## config.mk

```make
export PLATFORM = sky130hd
export DESIGN_NAME = risc_controller
export DESIGN_NICKNAME = d
export VERILOG_FILES = /design/src/rtl/risc_pkg.sv /design/src/rtl/risc_phase_counter.sv /design/src/rtl/risc_controller.sv
export SDC_FILE = /design/constraint.sdc
export NUM_CORES = 1
export LEC_CHECK = 0
export CORE_MARGIN = 4
export CORE_UTILIZATION = 45
export CTS_BUF_LIST = sky130_fd_sc_hd__clkbuf_4 sky130_fd_sc_hd__clkbuf_8
export CTS_CLUSTER_DIAMETER = 50
export CTS_CLUSTER_SIZE = 40
export DETAILED_ROUTE_END_ITERATION = 7
export PLACE_DENSITY_LB_ADDON = 0.25
export SLEW_MARGIN = 20
export SYNTH_ARGS = -nofsm -noshare
export SYNTH_HDL_FRONTEND = slang
export SYNTH_HIERARCHICAL = 1
export SYNTH_SLANG_ARGS = --single-unit
```

## constraint.sdc

```tcl
create_clock -name clk -period 1.6 [get_ports clk]
set_input_delay 0.32 -clock clk [delete_from_list [all_inputs] [get_ports clk]]
set_output_delay 0.32 -clock clk [all_outputs]
set_load 0.02 [all_outputs]
```

## src/rtl/risc_pkg.sv

```systemverilog
// Shared definitions for the Simple-RISC controller: opcode and sequencer
// state encodings plus the ALU-operand opcode test.
package risc_pkg;

    typedef enum logic [2:0] {
        OpHlt = 3'b000,
        OpSkz = 3'b001,
        OpAdd = 3'b010,
        OpAnd = 3'b011,
        OpXor = 3'b100,
        OpLda = 3'b101,
        OpSto = 3'b110,
        OpJmp = 3'b111
    } opcode_e;

    // Low three bits of StP0..StP7 are the phase number.
    typedef enum logic [3:0] {
        StP0     = 4'd0,
        StP1     = 4'd1,
        StP2     = 4'd2,
        StP3     = 4'd3,
        StP4     = 4'd4,
        StP5     = 4'd5,
        StP6     = 4'd6,
        StP7     = 4'd7,
        StHalted = 4'd8
    } state_e;

    localparam logic [2:0] HaltedPhase = 3'd4;

    // Opcodes that read a memory operand into the ALU.
    function automatic logic is_aluop(input logic [2:0] op);
        return (op == OpAdd) || (op == OpAnd) || (op == OpXor) || (op == OpLda);
    endfunction

endpackage

```

## src/rtl/risc_phase_counter.sv

```systemverilog
// Eight-phase sequencer register: advances one phase per clock, parks in
// StHalted when a HLT is seen in P4, and returns to P0 on reset.
module risc_phase_counter
    import risc_pkg::*;
(
    input  logic   clk,
    input  logic   rst,
    input  logic   hlt,
    output state_e state
);

    state_e state_q;

    always_ff @(posedge clk) begin
        if (rst) begin
            state_q <= StP0;
        end else if (state_q == StHalted) begin
            state_q <= StHalted;
        end else if (state_q == StP4 && hlt) begin
            state_q <= StHalted;
        end else begin
            // 3-bit add wraps P7 back to P0.
            state_q <= state_e'({1'b0, state_q[2:0] + 3'd1});
        end
    end

    assign state = state_q;

endmodule

```

## src/rtl/risc_controller.sv

```systemverilog
// Simple-RISC instruction sequencer: decodes control strobes from the phase
// and live opcode/zero inputs, and counts retired instructions.
module risc_controller
    import risc_pkg::*;
#(
    parameter int unsigned CNT_W = 8
) (
    input  logic             clk,
    input  logic             rst,
    input  logic [2:0]       opcode,
    input  logic             zero,
    output logic             sel,
    output logic             rd,
    output logic             ld_ir,
    output logic             inc_pc,
    output logic             halt,
    output logic             ld_pc,
    output logic             data_e,
    output logic             ld_ac,
    output logic             wr,
    output logic [2:0]       phase,
    output logic [CNT_W-1:0] instr_count
);

    state_e           state;
    logic             is_hlt;
    logic             aluop;
    logic [CNT_W-1:0] count_q;

    assign is_hlt = (opcode == OpHlt);
    assign aluop  = is_aluop(opcode);

    risc_phase_counter u_phase_counter (
        .clk   (clk),
        .rst   (rst),
        .hlt   (is_hlt),
        .state (state)
    );

    // Leaving P7 retires an instruction; HLT never gets there.
    always_ff @(posedge clk) begin
        if (rst) begin
            count_q <= '0;
        end else if (state == StP7) begin
            count_q <= count_q + CNT_W'(1);
        end
    end

    assign instr_count = count_q;
    assign phase       = (state == StHalted) ? HaltedPhase : state[2:0];

    always_comb begin
        sel    = 1'b0;
        rd     = 1'b0;
        ld_ir  = 1'b0;
        inc_pc = 1'b0;
        halt   = 1'b0;
        ld_pc  = 1'b0;
        data_e = 1'b0;
        ld_ac  = 1'b0;
        wr     = 1'b0;
        case (state)
            StP0: begin
                sel = 1'b1;
            end
            StP1: begin
                sel = 1'b1;
                rd  = 1'b1;
            end
            StP2, StP3: begin
                sel   = 1'b1;
                rd    = 1'b1;
                ld_ir = 1'b1;
            end
            StP4: begin
                inc_pc = 1'b1;
                halt   = is_hlt;
            end
            StP5: begin
                rd = aluop;
            end
            StP6: begin
                rd     = aluop;
                inc_pc = (opcode == OpSkz) && zero;
                ld_pc  = (opcode == OpJmp);
                data_e = (opcode == OpSto);
            end
            StP7: begin
                rd     = aluop;
                ld_ac  = aluop;
                ld_pc  = (opcode == OpJmp);
                wr     = (opcode == OpSto);
                data_e = (opcode == OpSto);
            end
            StHalted: begin
                halt = 1'b1;
            end
            default: ;
        endcase
    end

endmodule

```

==> results.json <==
{
  "synth_warnings": 6,
  "startpoint": "opcode[1]",
  "required_ns": 1.28,
  "diodes": 0,
  "cts_tree": "built",
  "final_common_cell": "buf_4",
  "syn_area_per_cell_sq_um": 8.397,
  "gp_congestion": 0.8632,
  "post_synth_xor_area_fraction": 0.02513,
  "status": "finished with violations",
  "drt_iter0_markers": 23,
  "die_area_sq_um": 2243,
  "cts_buffer_depth": 2,
  "drc": 0,
  "period_needed_ns": 1.687,
  "min_path_type": "flop to flop",
  "grt_pass1_wl_um": 3601,
  "start_util": 0.5041,
  "clock.fmax_ghz": 0.5926,
  "synth_top_cell_area_share": 0.3447,
  "clkLatencyLatePin_ns": 0.28,
  "fin_util": 0.8715,
  "ys_seq_elements": 12,
  "synthesis.area_sq_um": 696.9,
  "synthCells": 83,
  "antenna_found_initial": 0,
  "cts_root_buffer": "clkbuf_4",
  "die_h_um": 47.36,
  "synth_top_family_by_area": "simple AND/OR/NAND/NOR gates",
  "cap_viol_max_count": 0,
  "hold_ws_ns": 0.5191,
  "worst_ir_drop_vdd_uv": 506.6,
  "critPathCaptureType": "output port",
  "io_pins": 26,
  "seq_area_frac_synth": 0.3447,
  "p_switching_uw": 211.0,
  "synth_top_cell_by_area": "dfxtp_1",
  "port_buffers": 25,
  "drv_slew": 0,
  "rsz0062_at_grt": "yes",
  "clock-sinks": 12,
  "ant_nets": 0,
  "sw_frac_of_total": 0.2834,
  "viasPerCell": 5.854,
  "power_frac_clock": 0.333,
  "cts-buffers-inserted": 3,
  "clock_skew_ns": 0.004767,
  "vias": 843,
  "grt_max_degree": 15,
  "synthToLayoutAreaGrowth_pct": 72.89,
  "violations": "negative setup slack",
  "placed_cells": 136,
  "fin_cells": 144,
  "reg2reg_from": "u_phase_counter/state[1]$_SDFF_PP0_",
  "synthTopCellsByArea": "dfxtp_1, a21oi_1, ha_1, o31ai_1, or4_1",
  "period_share": 1.055,
  "cts_max_level": 1,
  "ctsHoldBuffers": 0,
  "dr.pass1.iters": 4,
  "report.power.total_uw": 744.5,
  "final_cell_mix": "buf_4, dlygate4sd2_1, dfxtp_1",
  "dp_hpwl_um": 1516,
  "power_density_nw_per_um2": 617.9,
  "holdCritStartpoint": "instr_count[4]$_SDFFE_PP0P_",
  "core_sq_um": 1383,
  "finalSetupViolCount": 4,
  "power_frac_seq": 0.427,
  "cp-start-kind": "input pin",
  "cp.arrival_ns": 1.37,
  "timing.final.hold_violations": 0,
  "criticalPathCategory": "input pin to output port",
  "grt_pass1_vias": 819,
  "num_rows": 13,
  "synth.mux.area_fraction": 0.01436,
  "clk_pin_slew_ns": 0.08,
  "nNetsFinal": 139,
  "finalSetupTns_ns": -0.1790,
  "worst_slack_ns": -0.08746,
  "internal_power_uw": 533.5,
  "fp.dieW_um": 47.36,
  "p_comb_frac": 0.240,
  "grt_use_total": 0.2317,
  "wirelength_um": 2482,
  "synthAdderAreaFrac": 0.05386,
  "synth.distinct_cells": 32,
  "relSlewSlack": 0.7412,
  "synthesis.nets": 92,
  "wire_per_inst_um": 17.24,
  "synth-simple-area-share": 0.3339,
  "path_max_fanout": 3,
  "worstMarginPinSlew_ns": 0.3849,
  "drive_above_1_share": 0.4341,
  "grt.overflow.total": 0,
  "synth-compound-area-share": 0.1670,
  "leakagePower_uw": 0.0005692
}
==> layer usage <==
layer | part of all wire | up-vias | GRT usage | routed length (um)
li1 | - | 393 | - | -
met2 | 0.53 | 46 | 0.4225 | 1325
met4 | 0.035 | 0 | 0.1215 | 86
met3 | 0.070 | 13 | 0.05364 | 174
met5 | 0 | - | 0 | 0
met1 | 0.36 | 391 | 0.2415 | 895
==> path summary, 6_finish.rpt <==
path | cells past startpoint | to | slack [ns]
max | 5 | inc_pc | -0.09
min | 2 | instr_count[4]$_SDFFE_PP0P_ | 0.52
max reg2reg | 5 | instr_count[5]$_SDFFE_PP0P_ | 0.07
min reg2reg | 2 | instr_count[4]$_SDFFE_PP0P_ | 0.52
==> critical path, stage by stage <==
cell and delay, ns:
clkdlybuf4s15_1 0.22, nor2_1 0.16, nand3_1 0.15, a2111oi_4 0.32, buf_4 0.20
==> sequential cells by signal, indices dropped and copies added (netlist names) <==
| name | count |
|---|---|
| instr_count | 8 |
| u_phase_counter/state | 4 |
==> cells by family after synthesis <==
logic type | Yosys count
DFF | 12
and+or+nand+nor | 36
muxes | 1
AOI/OAI and AO/OA | 18
buffers and inverters | 11
adders and majority gates | 3
xor gates and xnor gates | 2
==> metrics by stage <==
step	worst slack, ns	cell area, sq um
floorplan	0.1252	708.2
global placement	-0.6807	1089
detailed placement	-0.6976	1089
CTS	-0.03359	1102
global route	-0.1357	1205
finish	-0.08746	1205
==> final cells by class <==
cell class              count  area [sq um]
clock buffers               4         36.28
fillers                    80         177.7
inverters                   7         26.28
multi-input cells          60         506.7
flip-flops and latches     12         246.5
well taps                  15         18.77
repair buffers             46         370.4
==> synthesized netlist by cell type (all sizes together) <==
| master | count |
|---|---|
| nor3 | 2 |
| and2 | 1 |
| mux2i | 1 |
| o31ai | 5 |
| nand3b | 1 |
| clkbuf | 2 |
| nor3b | 2 |
| a211oi | 1 |
| and4b | 1 |
| nand2 | 5 |
| dfxtp | 12 |
| nand3 | 2 |
| nor4 | 1 |
| nor2b | 2 |
| nor2 | 8 |
| xnor2 | 1 |
| or4 | 5 |
| or3 | 1 |
| inv | 7 |
| nand4b | 1 |
| a21oi | 8 |
| xor2 | 1 |
| o21ai | 1 |
| nor4b | 1 |
| and3b | 1 |
| a2111oi | 1 |
| o21a | 1 |
| ha | 3 |
| a32o | 1 |
| nand4 | 2 |
| buf | 2 |
==> power by group through the flow <==
stage                     combinational, uW  sequential (uW)  clock (uW)
after global routing                    189              319         262
after CTS                               158              315         246
after global placement                  160              321           0
final                                   179              318         248
after detailed placement                165              321           0
after floorplan                        64.3              325           0
==> timing repair <==
item,CTS,global route
setup buffers,0,3
gates resized for setup,62,25
hold endpoints to repair,0,0
cloned,0,1
setup endpoints to repair,23,14
pin swaps,4,5
No activity file was read; power rests on OpenSTA's default activity.
